--- config.mk ---
export PLATFORM = sky130hd
export DESIGN_NAME = layer_data_loader_flat
export DESIGN_NICKNAME = d
export VERILOG_FILES = /design/src/rtl/layer_data_loader_if.sv /design/src/rtl/layer_data_loader.sv /design/src/flat_wrapper.sv
export SDC_FILE = /design/constraint.sdc
export NUM_CORES = 1
export LEC_CHECK = 0
export BUFFER_PORTS_ARGS = -buffer_cell sky130_fd_sc_hd__buf_2
export CAP_MARGIN = 20
export CORE_MARGIN = 2
export CORE_UTILIZATION = 52
export CTS_CLUSTER_DIAMETER = 150
export CTS_CLUSTER_SIZE = 25
export DETAILED_ROUTE_END_ITERATION = 8
export GPL_TIMING_DRIVEN = 1
export PLACE_DENSITY = 0.8
export SYNTH_ARGS = -nofsm -noshare
export SYNTH_HDL_FRONTEND = slang
export SYNTH_SLANG_ARGS = --single-unit
--- constraint.sdc ---
create_clock -name clk -period 3.01 [get_ports clk]
set_input_delay 0.301 -clock clk [delete_from_list [all_inputs] [get_ports clk]]
set_output_delay 0.301 -clock clk [all_outputs]
set_load 0.005 [all_outputs]
--- src/rtl/layer_data_loader_if.sv ---
// Stream-in / memory-write bundle for the layer data loader.
// The loader side (master) accepts stream words and drives the memory write
// port; the environment side (slave) supplies the stream and observes writes.
interface layer_data_loader_if #(
    parameter int DATA_W = 16,
    parameter int ADDR_W = 16,
    parameter int SEL_W  = 2
) ();
    logic              in_valid;
    logic [DATA_W-1:0] in_data;
    logic              in_ready;
    logic              mem_we;
    logic [SEL_W-1:0]  mem_sel;
    logic [ADDR_W-1:0] mem_addr;
    logic [DATA_W-1:0] mem_data;

    modport master (
        input  in_valid, in_data,
        output in_ready, mem_we, mem_sel, mem_addr, mem_data
    );

    modport slave (
        output in_valid, in_data,
        input  in_ready, mem_we, mem_sel, mem_addr, mem_data
    );
endinterface

--- src/rtl/layer_data_loader.sv ---
// Load sequencer: streams words into the CNN weight, FC weight and image
// memories in region order. Each region has its own base address and word
// count; zero-length regions are skipped. Abort cancels the load and sets a
// sticky error flag; a completed load gives a single-cycle done pulse.
module layer_data_loader #(
    parameter int DATA_W      = 16,
    parameter int ADDR_W      = 16,
    parameter int NUM_REGIONS = 3,
    parameter int SEL_W       = 2
) (
    input  logic                          clk,
    input  logic                          rst_n,
    input  logic                          load,
    input  logic                          abort,
    input  logic [NUM_REGIONS*ADDR_W-1:0] region_base,
    input  logic [NUM_REGIONS*ADDR_W-1:0] region_len,
    layer_data_loader_if.master           bus,
    output logic [NUM_REGIONS-1:0]        region_done,
    output logic                          busy,
    output logic                          done,
    output logic                          err
);

    typedef enum logic [2:0] {
        S_IDLE,
        S_SETUP,
        S_STREAM,
        S_NEXT,
        S_DONE
    } state_t;

    localparam logic [SEL_W-1:0] LAST_R = SEL_W'(NUM_REGIONS - 1);

    state_t                 state_q, state_d;
    logic [SEL_W-1:0]       r_q, r_d;
    logic [ADDR_W-1:0]      base_q, base_d;
    logic [ADDR_W-1:0]      len_q, len_d;
    logic [ADDR_W-1:0]      count_q, count_d;
    logic [NUM_REGIONS-1:0] region_done_q, region_done_d;
    logic                   err_q, err_d;
    logic                   mem_we_q, mem_we_d;
    logic [SEL_W-1:0]       mem_sel_q, mem_sel_d;
    logic [ADDR_W-1:0]      mem_addr_q, mem_addr_d;
    logic [DATA_W-1:0]      mem_data_q, mem_data_d;

    logic [ADDR_W-1:0]      cur_base;
    logic [ADDR_W-1:0]      cur_len;
    logic                   in_ready_w;
    logic                   beat;

    // Base/length of the region currently being set up.
    assign cur_base = region_base[r_q*ADDR_W +: ADDR_W];
    assign cur_len  = region_len[r_q*ADDR_W +: ADDR_W];

    // Abort blocks acceptance in the same cycle it is raised.
    assign in_ready_w = (state_q == S_STREAM) && !abort;
    assign beat       = bus.in_valid && in_ready_w;

    // Next-state and datapath update for the load sequencer.
    always_comb begin
        // NOTE: every _d gets a default first so no path through the case
        // leaves a variable unassigned, which would infer a latch.
        state_d       = state_q;
        r_d           = r_q;
        base_d        = base_q;
        len_d         = len_q;
        count_d       = count_q;
        region_done_d = region_done_q;
        err_d         = err_q;
        mem_we_d      = 1'b0;
        mem_sel_d     = mem_sel_q;
        mem_addr_d    = mem_addr_q;
        mem_data_d    = mem_data_q;

        case (state_q)
            S_IDLE: begin
                if (load) begin
                    state_d       = S_SETUP;
                    region_done_d = '0;
                    err_d         = 1'b0;
                    r_d           = '0;
                end
            end
            S_SETUP: begin
                base_d  = cur_base;
                len_d   = cur_len;
                count_d = '0;
                if (cur_len == '0) begin
                    region_done_d[r_q] = 1'b1;
                    state_d            = S_NEXT;
                end else begin
                    state_d = S_STREAM;
                end
            end
            S_STREAM: begin
                if (beat) begin
                    mem_we_d   = 1'b1;
                    mem_sel_d  = r_q;
                    mem_addr_d = base_q + count_q;  // wraps modulo 2**ADDR_W
                    mem_data_d = bus.in_data;
                    count_d    = count_q + ADDR_W'(1);
                    if (count_q == len_q - ADDR_W'(1)) begin
                        region_done_d[r_q] = 1'b1;
                        state_d            = S_NEXT;
                    end
                end
            end
            S_NEXT: begin
                if (r_q == LAST_R) begin
                    state_d = S_DONE;
                end else begin
                    r_d     = r_q + SEL_W'(1);
                    state_d = S_SETUP;
                end
            end
            S_DONE: begin
                state_d = S_IDLE;
            end
            default: begin
                state_d = S_IDLE;
            end
        endcase

        // Abort wins over everything outside IDLE; completed-region flags are
        // kept, but a zero-length skip decided in this same cycle is not.
        if (abort && state_q != S_IDLE) begin
            state_d       = S_IDLE;
            err_d         = 1'b1;
            region_done_d = region_done_q;
        end
    end

    // State and datapath registers.
    always_ff @(posedge clk or negedge rst_n) begin
        if (!rst_n) begin
            state_q       <= S_IDLE;
            r_q           <= '0;
            base_q        <= '0;
            len_q         <= '0;
            count_q       <= '0;
            region_done_q <= '0;
            err_q         <= 1'b0;
            mem_we_q      <= 1'b0;
            mem_sel_q     <= '0;
            mem_addr_q    <= '0;
            mem_data_q    <= '0;
        end else begin
            // NOTE: non-blocking assignments so every flop samples the
            // pre-edge values regardless of statement order.
            state_q       <= state_d;
            r_q           <= r_d;
            base_q        <= base_d;
            len_q         <= len_d;
            count_q       <= count_d;
            region_done_q <= region_done_d;
            err_q         <= err_d;
            mem_we_q      <= mem_we_d;
            mem_sel_q     <= mem_sel_d;
            mem_addr_q    <= mem_addr_d;
            mem_data_q    <= mem_data_d;
        end
    end

    assign bus.in_ready = in_ready_w;
    assign bus.mem_we   = mem_we_q;
    assign bus.mem_sel  = mem_sel_q;
    assign bus.mem_addr = mem_addr_q;
    assign bus.mem_data = mem_data_q;

    assign region_done = region_done_q;
    assign err         = err_q;
    assign busy        = (state_q == S_SETUP) || (state_q == S_STREAM) || (state_q == S_NEXT);
    assign done        = (state_q == S_DONE) && !abort;

endmodule
--- src/flat_wrapper.sv ---
// flat-port wrapper written by rule: the top's interface ports become plain ports
module layer_data_loader_flat 
#(
    parameter int DATA_W      = 16,
    parameter int ADDR_W      = 16,
    parameter int NUM_REGIONS = 3,
    parameter int SEL_W       = 2
)
  (clk, rst_n, load, abort, region_base, region_len, region_done, busy, done, err, bus_in_valid, bus_in_data, bus_in_ready, bus_mem_we, bus_mem_sel, bus_mem_addr, bus_mem_data);
  layer_data_loader_if #(.DATA_W(DATA_W), .ADDR_W(ADDR_W), .SEL_W(SEL_W)) bus_i ();
  input  logic clk;
  input  logic rst_n;
  input  logic load;
  input  logic abort;
  input  logic [NUM_REGIONS*ADDR_W-1:0] region_base;
  input  logic [NUM_REGIONS*ADDR_W-1:0] region_len;
  output logic [NUM_REGIONS-1:0] region_done;
  output logic busy;
  output logic done;
  output logic err;
  input wire logic [$bits(bus_i.in_valid)-1:0] bus_in_valid;
  input wire logic [$bits(bus_i.in_data)-1:0] bus_in_data;
  output wire logic [$bits(bus_i.in_ready)-1:0] bus_in_ready;
  output wire logic [$bits(bus_i.mem_we)-1:0] bus_mem_we;
  output wire logic [$bits(bus_i.mem_sel)-1:0] bus_mem_sel;
  output wire logic [$bits(bus_i.mem_addr)-1:0] bus_mem_addr;
  output wire logic [$bits(bus_i.mem_data)-1:0] bus_mem_data;
  assign bus_i.in_valid = bus_in_valid;
  assign bus_i.in_data = bus_in_data;
  assign bus_in_ready = bus_i.in_ready;
  assign bus_mem_we = bus_i.mem_we;
  assign bus_mem_sel = bus_i.mem_sel;
  assign bus_mem_addr = bus_i.mem_addr;
  assign bus_mem_data = bus_i.mem_data;
  layer_data_loader #(.DATA_W(DATA_W), .ADDR_W(ADDR_W), .NUM_REGIONS(NUM_REGIONS), .SEL_W(SEL_W)) u_core (.clk(clk), .rst_n(rst_n), .load(load), .abort(abort), .region_base(region_base), .region_len(region_len), .bus(bus_i), .region_done(region_done), .busy(busy), .done(done), .err(err));
endmodule
# After elaboration in Yosys (flattened, before gate mapping)

Index checks and enable logic that the tools add are counted.

$add $sub $neg: 4
Order comparisons: 2
Equality and inequality tests: 14
Shifts and indexed selects: 2
Multiplexer cells: 24
Bitwise gates (word level): 2
Reductions and logical operators: 22

Operator list:

| kind                                                   | count |
|---|---|
| indexed part select 48 x 7 -> 16 bit                   | 2 |
| case mux 16 bit (2 select lines)                       | 1 |
| 2-to-1 mux 3 bit                                       | 9 |
| adder 16 x 1 -> 16 bit (second input constant)         | 1 |
| adder 16 bit                                           | 1 |
| equality test 16 bit                                   | 1 |
| logical NOT 16 bit                                     | 1 |
| 2-to-1 mux 16 bit                                      | 1 |
| subtractor 16 x 1 -> 16 bit (second input constant)    | 1 |
| case mux 3 bit (4 select lines)                        | 1 |
| case mux 3 bit (3 select lines)                        | 1 |
| nonzero test 2 bit                                     | 4 |
| 2-to-1 mux 1 bit                                       | 7 |
| equality test 3 x 2 -> 1 bit (second input constant)   | 2 |
| inequality test 2 bit (second input constant)          | 3 |
| inequality test 3 x 2 -> 1 bit (second input constant) | 2 |
| AND reduction 2 bit                                    | 3 |
| AND reduction 3 bit                                    | 2 |
| AND reduction 6 bit                                    | 1 |
| nonzero test 3 bit                                     | 2 |
| logical AND 1 bit                                      | 5 |
| 2-to-1 mux 2 bit                                       | 2 |
| inequality test 2 x 1 -> 1 bit (second input constant) | 2 |
| case mux 2 bit (2 select lines)                        | 1 |
| 13 further kinds                                       | 14 |

Bits in registers: 92
Input bits: 117
Output and inout port bits: 42
Logic and storage cells: 81

# Longest topological paths before layout

Gate-level depths: netlist (run 1).

Depth in word-level cells: 8
Depth in mapped cells: 10
Gate-level depth less buffers: 10

# Worst setup path after synthesis (run 1)

OpenSTA, ideal clock, no wires.

Path type: register to register
Start: register u_core.len_q[0]
End: register u_core.region_done_q[0] (netlist: u_core.region_done[0])
Setup time: 0.076 ns
Data arrival time: 2.474 ns
Required time: 2.934 ns
Path slack: 0.460 ns
Cell stages (with the launch flop): 10
Buffers on the path: 0
Period minus slack after synthesis: 2.550 ns
Cell sequence: dfrtp_1 > inv_1 > ha_1 > or3b_1 > nor4_1 > mux2_2 > o311ai_1 > nand4_1 > or4_4 > o21ai_1

Longest elaborated chain between the ends: 4

Ends and longest elaborated chain:

| item                                   | RTL line                 | source |
|---|---|---|
| from (decl)                            | layer_data_loader.sv:37  | `logic [ADDR_W-1:0] len_q, len_d;` |
| from (signal assigned)                 | layer_data_loader.sv:153 | `len_q <= len_d;` |
| subtractor 16 x 1 -> 16 bit            | layer_data_loader.sv:102 | `if (count_q == len_q - ADDR_W'(1)) begin` |
| equality test 16 bit                   | layer_data_loader.sv:102 |  |
| inequality test 2 bit (no source line) | n/a                      |  |
| AND reduction 6 bit (no source line)   | n/a                      |  |
| to (signal assigned)                   | layer_data_loader.sv:155 | `region_done_q <= region_done_d;` |
| to (decl)                              | layer_data_loader.sv:39  | `logic [NUM_REGIONS-1:0] region_done_q, region_done_d;` |

Every way passes these cells.
A chain may end at the register's enable or synchronous reset.

# Worst setup path in the final report (run 1)

Start: register u_core.len_q[0]
End: register u_core.region_done_q[1] (netlist: u_core.region_done[1])

The elaborated chain is that of the path after synthesis.

==> results of run 1 <==
==> power by group <==
group / internal (mW) / leakage (nW) / total [mW] / switching (mW)
clock network: 0.412 / 0.103 / 0.873 / 0.461
registers: 1.69 / 1.14 / 2.09 / 0.404
logic: 0.980 / 1.95 / 2.30 / 1.32
total: 3.08 / 3.19 / 5.27 / 2.19
==> synthesized netlist by cell type (10+ instances only) <==
cell and instances:
dfrtp_1 92, nand2_1 85, nor2_1 82, a21oi_1 71
mux2i_1 33, clkbuf_1 30, o21ai_0 27, xnor2_1 23
ha_1 20, xor2_1 19, inv_1 16, nand4_1 11
nor3_1 11, a211oi_1 10
==> tightest hold or removal path, stage by stage <==
cell	delay (ps)
buf_2	70
nand2_1	40
nand2_1	40
==> per-layer routing <==
metal / share of wire / track usage / vias to the layer above
li1: - / - / 2599
met1: 0.48 / 0.366 / 2489
met2: 0.46 / 0.383 / 164
met3: 0.044 / 0.0265 / 14
met4: 0.015 / 0.0815 / 0
met5: 0 / 0 / -
==> worst max path at each step <==
stage	endpoint
after global routing	u_core.region_done[2]$_DFFE_PN0P_
final	u_core.region_done[1]$_DFFE_PN0P_
after CTS	u_core.region_done[2]$_DFFE_PN0P_
after global placement	u_core.region_done[2]$_DFFE_PN0P_
after floorplan	u_core.region_done[0]$_DFFE_PN0P_
after detailed placement	u_core.region_done[2]$_DFFE_PN0P_
==> through the flow <==
stage | setup WS, ps | hold WS [ps] | cell area (µm²) | std cells | util
2_1_floorplan | 460 | 5.41 | 5690 | 655 | -
3_3_place_gp | 273 | 321 | 6600 | 927 | 0.614
3_5_place_dp | 149 | 330 | 6600 | 927 | 0.614
4_1_cts | 157 | 99.0 | 6820 | 944 | 0.634
5_1_grt | 50.7 | 109 | 6820 | 944 | 0.635
6_report | 195 | 107 | 6820 | 944 | 0.635
==> cell type report <==
| cell class | instances | area [µm²] | area share |
|---|---|---|---|
| Clock buffer | 10 | 138 | 0.0202 |
| Clock inverter | 6 | 68.8 | 0.0101 |
| Inverter | 16 | 60.1 | 0.00880 |
| Multi-Input combinational cell | 508 | 3180 | 0.466 |
| Sequential cell | 92 | 2300 | 0.338 |
| Tap cell | 140 | 175 | 0.0257 |
| Timing Repair Buffer | 172 | 901 | 0.132 |
==> logic make-up (layout without fill, tap and decap cells) <==
family,count (synthesis),count (layout)
AO/OA/AOI/OAI,150,150
adder cells (fa/ha/maj),21,21
AND/OR/NAND/NOR,253,253
buffers and inverters,55,204
multiplexers,42,42
flip-flops,92,92
XOR/XNOR,42,42
==> repair_timing <==
| item | 4_1_cts | 5_1_grt |
|---|---|---|
| hold endpoints to repair | 42 | 0 |
| setup endpoints to repair | 0 | 1 |
| hold buffers | 1 | 0 |
| resized for setup | 0 | 1 |
==> sequential cells by signal (all words and copies together) (netlist names) <==
register             count
u_core.region_done       3
u_core.bus.mem_addr     16
u_core.state_q           3
u_core.bus.mem_data     16
u_core.count_q          16
u_core.err               1
u_core.bus.mem_sel       2
u_core.r_q               2
u_core.len_q            16
u_core.base_q           16
u_core.bus.mem_we        1
==> impl_metrics.env, run 1 <==
export IMPL_yosys_area_top_type_share=0.405
export IMPL_worstHoldPathCells=3
export IMPL_synthSimpleGateAreaFrac=0.213
export IMPL_period_needed_ps=2820
export IMPL_final_period_utilization=0.935
export IMPL_boundaryPins=159
export IMPL_synthXorXnorAreaFrac=0.0647
export IMPL_drv_cap=0
export IMPL_vias=5266
export IMPL_initialDrtViolationCount=391
export IMPL_layout_commonest_cell="buf_2"
export IMPL_layout_common_cells="buf_2, dfrtp_1, nand2_1"
export IMPL_slew_headroom=0.498
export IMPL_first_global_vias=4751
export IMPL_die_w_um=109
export IMPL_postRouteAntennaNets=0
export IMPL_synth_area_per_cell_um2=8.68
export IMPL_nets=937
export IMPL_yosysTopAreaCell="dfrtp_1"
export IMPL_max_freq_mhz=355
export IMPL_initial_core_util=0.529
export IMPL_final_hold_viol_count=0
export IMPL_synth_adder_area_share=0.0475
export IMPL_cts_tree="yes"
export IMPL_cts_buffers=9
export IMPL_start_kind="register"
export IMPL_cts_setup_buffers=0
export IMPL_clock_root_buffer="clkbuf_8"
export IMPL_die_area_um2=11800
export IMPL_r2r_end="u_core.region_done[1]$_DFFE_PN0P_"
export IMPL_setup_viol=0
export IMPL_total_power_mw=5.27
export IMPL_post_drt_wl_per_cell_um=15.1
export IMPL_muxShareOfSynthArea=0.0759
export IMPL_path_buf_inv=1
export IMPL_drt_vias_per_instance=5.58
export IMPL_worstSkewPairLatency_ps=370
export IMPL_fp_dieH_um=109
export IMPL_ys_seq_area_frac=0.405
export IMPL_worstSetupStartpoint="u_core.len_q[0]$_DFFE_PN0P_"
export IMPL_cpMaxStageDelayCell="or3b_1"
export IMPL_overflow=0
export IMPL_r2r_slack_ps=190
export IMPL_drive_gt1_frac=0.260
export IMPL_path_cells="inv_1, ha_1, or3b_1, nor3_1, xnor2_1, nor4_1, nand4_1, or4_4, o21ai_1"
export IMPL_synth_fp_nets=793
export IMPL_clockBufferDepth=2
export IMPL_cp_max_fo=6
export IMPL_max_stage_delay_ps=470
export IMPL_ys_flop_type="dfrtp_1"
export IMPL_syn_area_um2=5690
export IMPL_grt_pass1_wl_um=23100
export IMPL_crit_family="simple AND/OR/NAND/NOR gates"
export IMPL_cp_depth=9
export IMPL_dp_hpwl_um=10800
export IMPL_r2r_start="u_core.len_q[0]$_DFFE_PN0P_"
export IMPL_diodes=0
export IMPL_crit_required_ps=3310
export IMPL_setup_tns_ps=0
export IMPL_ir_drop_v=0.000354
export IMPL_end_kind="register"
export IMPL_skew_ps=11.2
export IMPL_synthArstFlopShare=1.00
export IMPL_rsz0062_at_grt="no"
export IMPL_synth_area_top_cells="dfrtp_1, a21oi_1, mux2i_1"
export IMPL_min_path_type="in2reg"
export IMPL_hp_start="bus_in_data[7]"
export IMPL_worst_r2r_cell_count=9
export IMPL_grt_start_max_net_pins=73
export IMPL_synth_top_family_by_area="simple AND/OR/NAND/NOR gates"
export IMPL_grt_util_all_layers=0.249
export IMPL_synth_edf_count=0
export IMPL_postSynthCellCount=655
export IMPL_yosys_warnings=0
export IMPL_tightest_slew_ps=749
export IMPL_cts_sinks=92
export IMPL_slew_viol_final=0
export IMPL_place_gp_congestion=0.869
export IMPL_cp_arrival_ps=3120
export IMPL_synth_compound_area_frac=0.155
export IMPL_antenna_found_initial=0
export IMPL_core_um2=10700
export IMPL_status="completed"
export IMPL_clk_pin_slew_worst_paths_ps=90
export IMPL_h_tree_depth=3
export IMPL_worstHoldEndpoint="u_core.bus.mem_data[7]$_DFFE_PN0P_"
export IMPL_criticalPathCategory="reg2reg"
export IMPL_leakagePower_nw=3.19
export IMPL_first_pass_iters=5
export IMPL_drc=0
export IMPL_yosys_cell_types_count=56
export IMPL_rows=38
export IMPL_powerDensity_nw_per_um2=772
export IMPL_port_buffer_count=158
export IMPL_nFillCells=964
export IMPL_routed_wirelength_um=14300
export IMPL_syn2layout_area_growth_pct=20.0
export IMPL_synth_seq_cells=92
Power figures use the tool's default switching activity.
==> inputs of run 2 (changes only) <==
Settings changed: CTS_CLUSTER_SIZE 25 to 30.
Clock period 3.01 ns to 3.1 ns, I/O delays scaled along.
==> run 2 against run 1 <==
Effect of this change: largest cell class unchanged; via count is 1.3% lower; routed wire length is 1.3% lower; power is 5.7% lower; fmax is 2.4% lower; sequential share of layout area is 0.32 points higher; first-iteration DRC count is 14% lower; die area stayed put; register-to-register slack better by 20 ps; sequential power is 2% lower; non-clock buffer count is 2 lower.
==> impl_metrics.env, run 2 (same netlist as run 1, synthesis figures left out) <==
export IMPL_setup_tns_ps=0
export IMPL_clock_root_buffer="clkbuf_8"
export IMPL_worstSkewPairLatency_ps=360
export IMPL_h_tree_depth=3
export IMPL_ir_drop_v=0.000352
export IMPL_fin_cells=940
export IMPL_r2r_end="u_core.region_done[2]$_DFFE_PN0P_"
export IMPL_cp_arrival_ps=3170
export IMPL_die_w_um=109
export IMPL_grt_util_all_layers=0.250
export IMPL_clockPowerShare=0.144
export IMPL_use_met3=0.0253
export IMPL_initial_core_util=0.529
export IMPL_setup_viol=0
export IMPL_fp_dieH_um=109
export IMPL_grt_start_max_net_pins=73
export IMPL_dp_hpwl_um=10900
export IMPL_boundaryPins=159
export IMPL_core_um2=10700
export IMPL_switching_power_mw=2.07
export IMPL_dp_cells=926
export IMPL_layout_commonest_cell="buf_2"
export IMPL_switching_share=0.418
export IMPL_post_place_ws_ps=264
export IMPL_postRouteAntennaNets=0
export IMPL_rows=38
export IMPL_cp_max_fo=6
export IMPL_power_frac_comb=0.442
export IMPL_powerDensity_nw_per_um2=735
export IMPL_max_freq_mhz=347
export IMPL_cts_tree="yes"
export IMPL_cts_setup_buffers=0
export IMPL_cts_resized=0
export IMPL_post_drt_wl_per_cell_um=15.0
export IMPL_cts_hold_buffers=0
export IMPL_fin_ws_ps=215
export IMPL_p_int_mw=2.89
export IMPL_die_area_um2=11800
export IMPL_grt_pass1_wl_um=23400
export IMPL_skew_ps=11.8
export IMPL_cts_buffers=9
export IMPL_port_buffer_count=158
export IMPL_place_gp_congestion=0.843
export IMPL_initialDrtViolationCount=338
export IMPL_period_needed_ps=2890
export IMPL_use_met2=0.414
export IMPL_drv_cap=0
export IMPL_slew_headroom=0.423
export IMPL_grtUsageMet1=0.346
export IMPL_tightest_slew_ps=865
export IMPL_worst_r2r_cell_count=9
export IMPL_overflow=0
export IMPL_clk_pin_slew_worst_paths_ps=90
export IMPL_syn2layout_area_growth_pct=18.9
export IMPL_rsz0062_at_grt="no"
export IMPL_final_hold_viol_count=0
export IMPL_drive_gt1_frac=0.255
export IMPL_first_global_vias=4954
export IMPL_seq_power_share=0.413
export IMPL_layout_common_cells="buf_2, dfrtp_1, nand2_1"
export IMPL_r2r_slack_ps=210
export IMPL_criticalPathCategory="reg2reg"
export IMPL_start_kind="register"
export IMPL_design_area_um2=6760
export IMPL_cts_sinks=92
export IMPL_min_path_type="in2async"
export IMPL_clockBufferDepth=2
export IMPL_grt_busiest_layer="met2"
export IMPL_diodes=0
export IMPL_routed_wirelength_um=14100
export IMPL_whs_ps=59.7
export IMPL_leakagePower_nw=3.16
export IMPL_slew_viol_final=0
export IMPL_crit_required_ps=3380
export IMPL_end_kind="register"
export IMPL_antenna_found_initial=0
export IMPL_status="completed"
export IMPL_drc=0
export IMPL_vias=5195
export IMPL_final_period_utilization=0.931
export IMPL_drt_vias_per_instance=5.53
export IMPL_first_pass_iters=4
export IMPL_utilization=0.629
export IMPL_r2r_start="u_core.len_q[0]$_DFFE_PN0P_"
export IMPL_placed_area_um2=6590
export IMPL_total_power_mw=4.96
export IMPL_nets=935
## run 2: how the worst max path moves through the flow
stage                                start                                end  slack, ps  depth (start not counted)
4_1_cts        u_core.len_q[0]$_DFFE_PN0P_  u_core.region_done[2]$_DFFE_PN0P_        230                          9
2_1_floorplan  u_core.len_q[0]$_DFFE_PN0P_  u_core.region_done[0]$_DFFE_PN0P_        550                          9
3_5_place_dp   u_core.len_q[0]$_DFFE_PN0P_  u_core.region_done[2]$_DFFE_PN0P_        260                          9
3_3_place_gp   u_core.len_q[0]$_DFFE_PN0P_  u_core.region_done[1]$_DFFE_PN0P_        380                          9
5_1_grt        u_core.len_q[0]$_DFFE_PN0P_  u_core.region_done[2]$_DFFE_PN0P_         30                          9
6_report       u_core.len_q[0]$_DFFE_PN0P_  u_core.region_done[2]$_DFFE_PN0P_        210                          9
## run 2: power groups by stage
stage	sequential, mW	combinational, mW	clock, mW
detailed placement	2.08	2.19	0
global route	2.11	2.50	0.787
finish	2.05	2.20	0.715
global placement	2.05	2.13	0
floorplan	1.95	1.54	0
CTS	2.05	2.21	0.736
## run 2: critical path, stage by stage (launching register included)
cell and delay (ps):
dfrtp_1 450, inv_1 80, ha_1 210, or3b_1 460, nor4_1 340, mux2_2 380
o311ai_1 80, nand4_1 170, or4_4 460, o21ai_1 170
## run 2: layer usage
| metal | wire length, µm | share of wire | up-vias |
|---|---|---|---|
| met4 | 187 | 0.013 | 0 |
| met5 | 0 | 0 | - |
| met3 | 686 | 0.049 | 14 |
| li1 | - | - | 2596 |
| met2 | 6700 | 0.48 | 144 |
| met1 | 6510 | 0.46 | 2441 |
## run 2: area by class of cell
class	instances	area [µm²]
Fill cell	982	3990
Multi-Input combinational cell	508	3170
Sequential cell	92	2300
Timing Repair Buffer	170	883
Tap cell	140	175
Clock buffer	11	141
Inverter	16	60.1
Clock inverter	3	25.0
==> inputs of run 3 (changes only) <==
Settings changed: CORE_MARGIN 2 to unset.
==> run 3 against run 2 <==
Effect of this change: core utilization grew 1.8 points; sequential power is essentially flat; register-to-register slack gained 40 ps; power grew 1.1%; final cell count shrank 0.21%; first-iteration DRC count shrank 12%; die area shrank 3.7%; largest power group unchanged.
==> impl_metrics.env, run 3 (same netlist as run 1, synthesis figures left out) <==
export IMPL_status="completed"
export IMPL_powerDensity_nw_per_um2=741
export IMPL_setup_viol=0
export IMPL_min_path_type="in2reg"
export IMPL_r2r_end="u_core.region_done[0]$_DFFE_PN0P_"
export IMPL_max_freq_mhz=351
export IMPL_h_tree_depth=3
export IMPL_port_buffer_count=158
export IMPL_worst_r2r_cell_count=9
export IMPL_use_met3=0.0282
export IMPL_initial_core_util=0.543
export IMPL_drc=0
export IMPL_period_needed_ps=2850
export IMPL_boundaryPins=159
export IMPL_drt_vias_per_instance=5.60
export IMPL_rsz0062_at_grt="no"
export IMPL_vias=5255
export IMPL_cts_sinks=92
export IMPL_cpMaxStageDelayCell="or4_4"
export IMPL_tightest_slew_ps=678
export IMPL_end_kind="register"
export IMPL_cp_depth=9
export IMPL_cp_arrival_ps=3150
export IMPL_place_gp_congestion=0.919
export IMPL_use_met2=0.401
export IMPL_worstSkewPairLatency_ps=370
export IMPL_syn2layout_area_growth_pct=19.1
export IMPL_endpoint="u_core.region_done[0]$_DFFE_PN0P_"
export IMPL_grt_util_all_layers=0.255
export IMPL_leakagePower_nw=3.17
export IMPL_setup_tns_ps=0
export IMPL_r2r_slack_ps=250
export IMPL_path_cells="inv_1, ha_1, or3b_1, nor4_1, mux2_2, o311ai_1, nand4_1, or4_4, o21ai_1"
export IMPL_cp_max_fo=6
export IMPL_cts_setup_buffers=0
export IMPL_crit_family="simple AND/OR/NAND/NOR gates"
export IMPL_first_global_vias=4934
export IMPL_max_stage_delay_ps=460
export IMPL_clk_pin_slew_worst_paths_ps=100
export IMPL_worstSetupStartpoint="u_core.len_q[0]$_DFFE_PN0P_"
export IMPL_nets=935
export IMPL_crit_required_ps=3400
export IMPL_layout_commonest_cell="buf_2"
export IMPL_layout_common_cells="buf_2, dfrtp_1, nand2_1"
export IMPL_final_hold_viol_count=0
export IMPL_post_drt_wl_per_cell_um=15.0
export IMPL_dp_hpwl_um=10800
export IMPL_first_pass_iters=5
export IMPL_die_area_um2=11400
export IMPL_postRouteAntennaNets=0
export IMPL_r2r_start="u_core.len_q[0]$_DFFE_PN0P_"
export IMPL_grt_pass1_wl_um=23100
export IMPL_grt_start_max_net_pins=73
export IMPL_clockBufferDepth=2
export IMPL_diodes=0
export IMPL_core_um2=10500
export IMPL_die_w_um=107
export IMPL_start_kind="register"
export IMPL_criticalPathCategory="reg2reg"
export IMPL_skew_ps=8.72
export IMPL_ir_drop_v=0.000320
export IMPL_antenna_found_initial=0
export IMPL_grt_busiest_layer="met2"
export IMPL_cts_resized=0
export IMPL_cts_tree="yes"
export IMPL_nFillCells=912
export IMPL_utilization=0.647
export IMPL_initialDrtViolationCount=297
export IMPL_fp_dieH_um=107
export IMPL_drive_gt1_frac=0.257
export IMPL_cts_buffers=9
export IMPL_overflow=0
export IMPL_final_period_utilization=0.918
export IMPL_grtUsageMet1=0.367
export IMPL_path_buf_inv=1
export IMPL_routed_wirelength_um=14000
export IMPL_slew_viol_final=0
export IMPL_clock_root_buffer="clkbuf_8"
export IMPL_rows=37
export IMPL_slew_headroom=0.547
export IMPL_drv_cap=0
run 3: changes by cell type in the layout (fill, tap and decap cells not counted):
cell           change
inv_8              +1
buf_4              -1
clkbuf_8           -1
clkinv_2           +1
clkbuf_1           -1
inv_6              +3
dlygate4sd3_1      +1
clkinv_4           -1
run 3: worst min-delay path by stage:
stage	to	slack [ps]	startpoint	cells past startpoint
2_1_floorplan	u_core.base_q[0]$_DFFE_PN0P_	10	rst_n	0
3_3_place_gp	u_core.err$_DFFE_PN0P_	270	rst_n	1
3_5_place_dp	u_core.err$_DFFE_PN0P_	280	rst_n	1
4_1_cts	u_core.bus.mem_data[14]$_DFFE_PN0P_	100	bus_in_data[14]	3
5_1_grt	u_core.bus.mem_data[6]$_DFFE_PN0P_	130	bus_in_data[6]	3
6_report	u_core.bus.mem_data[6]$_DFFE_PN0P_	120	bus_in_data[6]	3
run 3: layer usage:
layer,up-vias,wire length [µm]
li1,2588,-
met5,-,0
met4,0,178
met3,13,727
met1,2477,6570
met2,177,6550
run 3: layout make-up:
type / count / area, µm² / share of cell area
sequential: 92 / 2300 / 0.340
inverter: 16 / 60.1 / 0.00887
multi-input combinational: 508 / 3170 / 0.468
timing repair buffer: 170 / 886 / 0.131
clock buffer: 9 / 124 / 0.0183
clock inverter: 7 / 58.8 / 0.00868
tap: 136 / 170 / 0.0251
run 3: repair_timing:
action                     4_1_cts  5_1_grt
setup endpoints to repair        0        0
hold endpoints to repair        32        0
hold buffers                     1        0
run 3: worst min-delay path, cell delays in order:
cell     delay (ps)
buf_2            80
nand2_1          40
nand2_1          40
run 3: through the flow:
step / cell area [µm²] / cells / hold WS (ps) / total power [mW] / setup slack (ps)
2_1_floorplan: 5690 / 655 / 14.4 / 3.49 / 550
3_3_place_gp: 6580 / 921 / 274 / 4.16 / 396
3_5_place_dp: 6580 / 921 / 276 / 4.25 / 286
4_1_cts: 6770 / 938 / 103 / 5.04 / 271
5_1_grt: 6770 / 938 / 127 / 5.41 / 47.3
6_report: 6770 / 938 / 120 / 5.02 / 254
run 3: where the power goes:
group / internal [mW] / switching [mW] / leakage (nW)
logic: 0.943 / 1.25 / 1.94
clock network: 0.306 / 0.463 / 0.0925
registers: 1.64 / 0.413 / 1.14
total: 2.89 / 2.13 / 3.17
